$ cat config.mk
export PLATFORM = sky130hd
export DESIGN_NAME = pc_fetch_unit
export DESIGN_NICKNAME = d
export VERILOG_FILES = /design/src/rtl/pc_fetch_unit.sv
export SDC_FILE = /design/constraint.sdc
export NUM_CORES = 1
export LEC_CHECK = 0
export CAP_MARGIN = 5
export CORE_MARGIN = 4
export CORE_UTILIZATION = 45
export DETAILED_ROUTE_END_ITERATION = 10
export GPL_TIMING_DRIVEN = 0
export PLACE_DENSITY = 0.86
export SYNTH_ARGS = -nofsm -noshare
export SYNTH_HDL_FRONTEND = slang
export SYNTH_SLANG_ARGS = --single-unit
$ cat constraint.sdc
create_clock -name clk -period 7.9 [get_ports clk]
set_clock_uncertainty 0.05 [all_clocks]
set_input_delay 0.79 -clock clk [delete_from_list [all_inputs] [get_ports clk]]
set_output_delay 0.79 -clock clk [all_outputs]
set_load 0.01 [all_outputs]
$ cat src/rtl/pc_fetch_unit.sv
// rtl/pc_fetch_unit.sv - program counter and instruction-fetch sequencer
// Optional misaligned-target trap: define PC_MISALIGN_TRAP_EN.
module pc_fetch_unit #(
    parameter logic [31:0] RESET_PC    = 32'h0000_0000,
    parameter int          ACK_TIMEOUT = 16,
    parameter int          CNT_W       = 32
) (
    input  logic             clk,
    input  logic             rst,
    input  logic [31:0]      PC_next_clk,
    input  logic             stall,
    input  logic             halt,
    input  logic             imem_ack,
    input  logic [31:0]      imem_rdata,
    output logic [31:0]      PC,
    output logic [31:0]      PC_plus_4_out,
    output logic             imem_req,
    output logic [31:0]      imem_addr,
    output logic [31:0]      instr,
    output logic             instr_valid,
    output logic             halted,
    output logic [CNT_W-1:0] retire_cnt,
    output logic             misalign
);

    localparam int             TO_W    = (ACK_TIMEOUT > 2) ? $clog2(ACK_TIMEOUT) : 1;
    localparam logic [TO_W-1:0] TO_LAST = TO_W'(ACK_TIMEOUT - 1);

    typedef enum logic [1:0] {
        S_FETCH,
        S_WAIT,
        S_EXEC,
        S_HALT
    } state_t;

    state_t           state, state_d;
    logic [TO_W-1:0]  to_cnt, to_d;
    logic [31:0]      pc_d;
    logic [31:0]      instr_d;
    logic             req_d;
    logic             valid_d;
    logic             halted_d;
    logic [CNT_W-1:0] cnt_d;

`ifdef PC_MISALIGN_TRAP_EN
    logic mis_q, mis_d;
    assign misalign = mis_q;
`else
    assign misalign = 1'b0;
`endif

    assign PC_plus_4_out = PC + 32'd4;
    assign imem_addr     = PC;

    always_comb begin
        state_d  = state;
        to_d     = to_cnt;
        pc_d     = PC;
        instr_d  = instr;
        req_d    = imem_req;
        valid_d  = instr_valid;
        halted_d = halted;
        cnt_d    = retire_cnt;
`ifdef PC_MISALIGN_TRAP_EN
        mis_d    = mis_q;
`endif
        case (state)
            S_FETCH: begin
                req_d   = 1'b1;
                to_d    = '0;
                state_d = S_WAIT;
            end
            S_WAIT: begin
                if (imem_ack) begin
                    instr_d = imem_rdata;
                    valid_d = 1'b1;
                    req_d   = 1'b0;
                    state_d = S_EXEC;
                end else if (to_cnt == TO_LAST) begin
                    // Drop the request for one cycle, then reissue at the same PC.
                    req_d   = 1'b0;
                    to_d    = '0;
                    state_d = S_FETCH;
                end else begin
                    to_d = to_cnt + TO_W'(1);
                end
            end
            S_EXEC: begin
                if (!stall) begin
                    valid_d = 1'b0;
                    cnt_d   = retire_cnt + CNT_W'(1);
                    if (halt) begin
                        halted_d = 1'b1;
                        state_d  = S_HALT;
                    end else begin
`ifdef PC_MISALIGN_TRAP_EN
                        pc_d = PC_next_clk;
                        if (PC_next_clk[1:0] != 2'b00) begin
                            mis_d    = 1'b1;
                            halted_d = 1'b1;
                            state_d  = S_HALT;
                        end else begin
                            req_d   = 1'b1;
                            to_d    = '0;
                            state_d = S_WAIT;
                        end
`else
                        pc_d    = PC_next_clk & 32'hFFFF_FFFC;
                        req_d   = 1'b1;
                        to_d    = '0;
                        state_d = S_WAIT;
`endif
                    end
                end
            end
            S_HALT: begin
                req_d = 1'b0;
            end
            default: begin
                state_d = S_FETCH;
            end
        endcase
    end

    always_ff @(posedge clk or posedge rst) begin
        if (rst) begin
            state       <= S_FETCH;
            to_cnt      <= '0;
            PC          <= RESET_PC;
            instr       <= 32'd0;
            imem_req    <= 1'b0;
            instr_valid <= 1'b0;
            halted      <= 1'b0;
            retire_cnt  <= '0;
`ifdef PC_MISALIGN_TRAP_EN
            mis_q       <= 1'b0;
`endif
        end else begin
            state       <= state_d;
            to_cnt      <= to_d;
            PC          <= pc_d;
            instr       <= instr_d;
            imem_req    <= req_d;
            instr_valid <= valid_d;
            halted      <= halted_d;
            retire_cnt  <= cnt_d;
`ifdef PC_MISALIGN_TRAP_EN
            mis_q       <= mis_d;
`endif
        end
    end

endmodule

==> flow_summary.json <==
{
  "final-instance-count-excl-fill": 827,
  "synth-edff-count": 0,
  "antenna_found_initial": 0,
  "fin_util": 0.717,
  "io_pins": 233,
  "cp_max_fo": 10,
  "synth_cell_types": 36,
  "cp_top_family": "buffers and inverters",
  "avgSynthCellArea_um2": 11.6,
  "fin_crit_ps": 3490,
  "endpoint_kind": "primary output",
  "powerDensity_nw_per_um2": 340,
  "synth-seq-cells": 103,
  "startpoint_type": "register",
  "setup_slack_ps": 4410,
  "place_ws_ps": 4750,
  "slew_viol_final": 0,
  "grt_pass1_wl_um": 22600,
  "cts.sinks": 103,
  "die-area_um2": 13200,
  "syn-cell-area_um2": 5120,
  "criticalPathCategory": "reg -> out",
  "initial_core_util": 0.467,
  "hold_viol": 0,
  "p_leak_nw": 3.39,
  "syn2layout_area_growth_pct": 53.8,
  "post-dp-hpwl_um": 10700,
  "worst_ep_required_time_ps": 7060,
  "place.gp.congestion": 0.801,
  "cts_max_level": 3,
  "synth_flop_cell": "dfrtp_1",
  "synthArstFlopShare": 1.00,
  "post_cts_buffers": 0,
  "synth_top_area_share": 0.503,
  "core_area_um2": 11000,
  "grt_max_degree": 61,
  "rsz0062_at_grt": "no",
  "final_antenna_net_count": 0,
  "min_period_over_period": 0.442,
  "diodes": 0,
  "synth_most_common_cell": "dfrtp_1",
  "synth_top_area_cell": "dfrtp_1",
  "yosys-top-cells-count": "dfrtp_1, mux2_2, buf_4, nand2_1, xnor2_1",
  "path_cells": "and4_1, nand4_1, clkbuf_1, nor4_1, xor2_1, clkdlybuf4s50_1",
  "status": "complete, no violations",
  "maxSlewHeadroom": 0.558,
  "cts_buffer_depth": 2,
  "max_freq_mhz": 287,
  "synth-seq-area-share": 0.503,
  "ir_worst_vdd_mv": 0.216,
  "report.final.setup_viol": 0,
  "vias": 4126,
  "nets": 759,
  "layout-drive-gt1-share": 0.191,
  "chipHeight_um": 115,
  "cp_data_arrival_time_ps": 2650,
  "drv_cap": 0,
  "numCtsBuffers": 9,
  "worst_pin_slew_ps": 658,
  "cp_slowest_cell": "clkdlybuf4s50_1",
  "hold_path_class": "reg -> reg",
  "portBuffers": 223,
  "clk_pin_slew_ps": 70,
  "first_iter_violations": 186,
  "clk-insertion-delay-late_ps": 340,
  "grt_overflow": 0,
  "drtPass1Iterations": 4,
  "fin_tns_setup_ps": 0,
  "ys_warn_count": 0,
  "vias_per_cell": 4.99,
  "cts_root_buf": "clkbuf_16",
  "wl_per_cell_um": 16.5,
  "cts_tree": "done",
  "routed_wl_um": 13600,
  "grt.total_usage": 0.215,
  "critical_path_buf_inv_count": 2,
  "synth.area.top_cells": "dfrtp_1, mux2_2, buf_4",
  "drc_errors": 0,
  "die_x_um": 115,
  "post_cts_resized": 0,
  "critPathMaxStageDelay_ps": 580,
  "grt_pass1_vias": 4403,
  "hold_buffers": 0,
  "syn_inst": 441,
  "num_rows": 38,
  "dp.cells": 811
}
-- metal layers --
metal | part of all wire | wire [µm] | track usage
met3 | 0.093 | 1270 | 0.0751
met2 | 0.51 | 6940 | 0.374
met5 | 0 | 0 | 0
met1 | 0.38 | 5190 | 0.251
met4 | 0.015 | 202 | 0.0610
-- per-stage QoR --
| stage | hold WS (ps) | area [µm²] | total power, mW |
|---|---|---|---|
| finish | 409 | 7880 | 2.68 |
| global route | 443 | 7880 | 2.84 |
| CTS | 413 | 7880 | 2.71 |
| detailed placement | 398 | 7580 | 2.27 |
| global placement | 391 | 7550 | 2.22 |
| floorplan | 417 | 5150 | 1.47 |
-- power by group --
part	internal [mW]	total (mW)	switching, mW
registers	0.706	0.903	0.197
clock network	0.240	0.433	0.193
logic	0.846	1.34	0.495
total	1.79	2.68	0.884
-- registers in the layout, summed over array words and instances, names as in the netlist --
register,cells
instr_valid,1
state,2
PC,30
halted,1
instr,32
retire_cnt,32
imem_req,1
to_cnt,4
-- final cells by class --
| cell class | instances | area [µm²] |
|---|---|---|
| well taps | 140 | 175 |
| clock buffers | 12 | 267 |
| flip-flops and latches | 103 | 2580 |
| repair buffers | 224 | 2260 |
| fillers | 773 | 3100 |
| plain buffers | 51 | 360 |
| multi-input cells | 283 | 2170 |
| inverters | 10 | 40.0 |
| clock inverters | 4 | 28.8 |
-- cell usage in the layout, fill, tap and decap left out, types with 3 or more instances in the layout --
| cell | instances |
|---|---|
| mux2_2 | 59 |
| clkbuf_8 | 3 |
| nor4_2 | 3 |
| a21oi_1 | 3 |
| xor2_1 | 25 |
| nor2_1 | 10 |
| dfrtp_1 | 103 |
| xnor2_1 | 34 |
| buf_4 | 40 |
| ha_1 | 8 |
| buf_2 | 3 |
| nor2b_1 | 4 |
| nand3_1 | 20 |
| clkdlybuf4s50_1 | 223 |
| nand2_1 | 35 |
| nand4_1 | 16 |
| and3_1 | 5 |
| conb_1 | 7 |
| nor3_1 | 11 |
| o21a_1 | 3 |
| nor4_1 | 8 |
| clkbuf_16 | 9 |
| clkbuf_1 | 5 |
| and4_1 | 5 |
| o21ai_0 | 12 |
| inv_1 | 9 |
-- kinds of logic (layout without fill, tap and decap cells) --
family,count (synthesis),count (layout),share of synthesized area
AOI/OAI and AO/OA,21,21,0.0234
xor gates and xnor gates,59,59,0.101
adders and majority gates,8,8,0.0195
buffers and inverters,61,301,0.0776
DFF,103,103,0.503
muxes,60,60,0.132
other,1,7,0.000732
and+or+nand+nor,128,128,0.143
-- worst register-to-register path, stage by stage, from the launching register on --
cell and delay [ps]:
dfrtp_1 440, inv_1 100, ha_1 280, nor2b_1 400
nor2b_1 180, buf_4 210, buf_4 220, mux2_2 350
-- worst paths after layout --
path | from | endpoint | slack, ps | cells after the start
max in group asynchronous | rst | to_cnt[0] | 6290 | 3
setup reg to reg | state[0] | PC[11] | 5550 | 7
hold / removal | halted | halted | 410 | 1
hold reg to reg | halted | halted | 410 | 1
min in group asynchronous | rst | PC[21] | 830 | 2
setup / recovery | PC[4] | PC_plus_4_out[26] | 4410 | 6
Note: power is estimated with default switching activity, not from simulation.
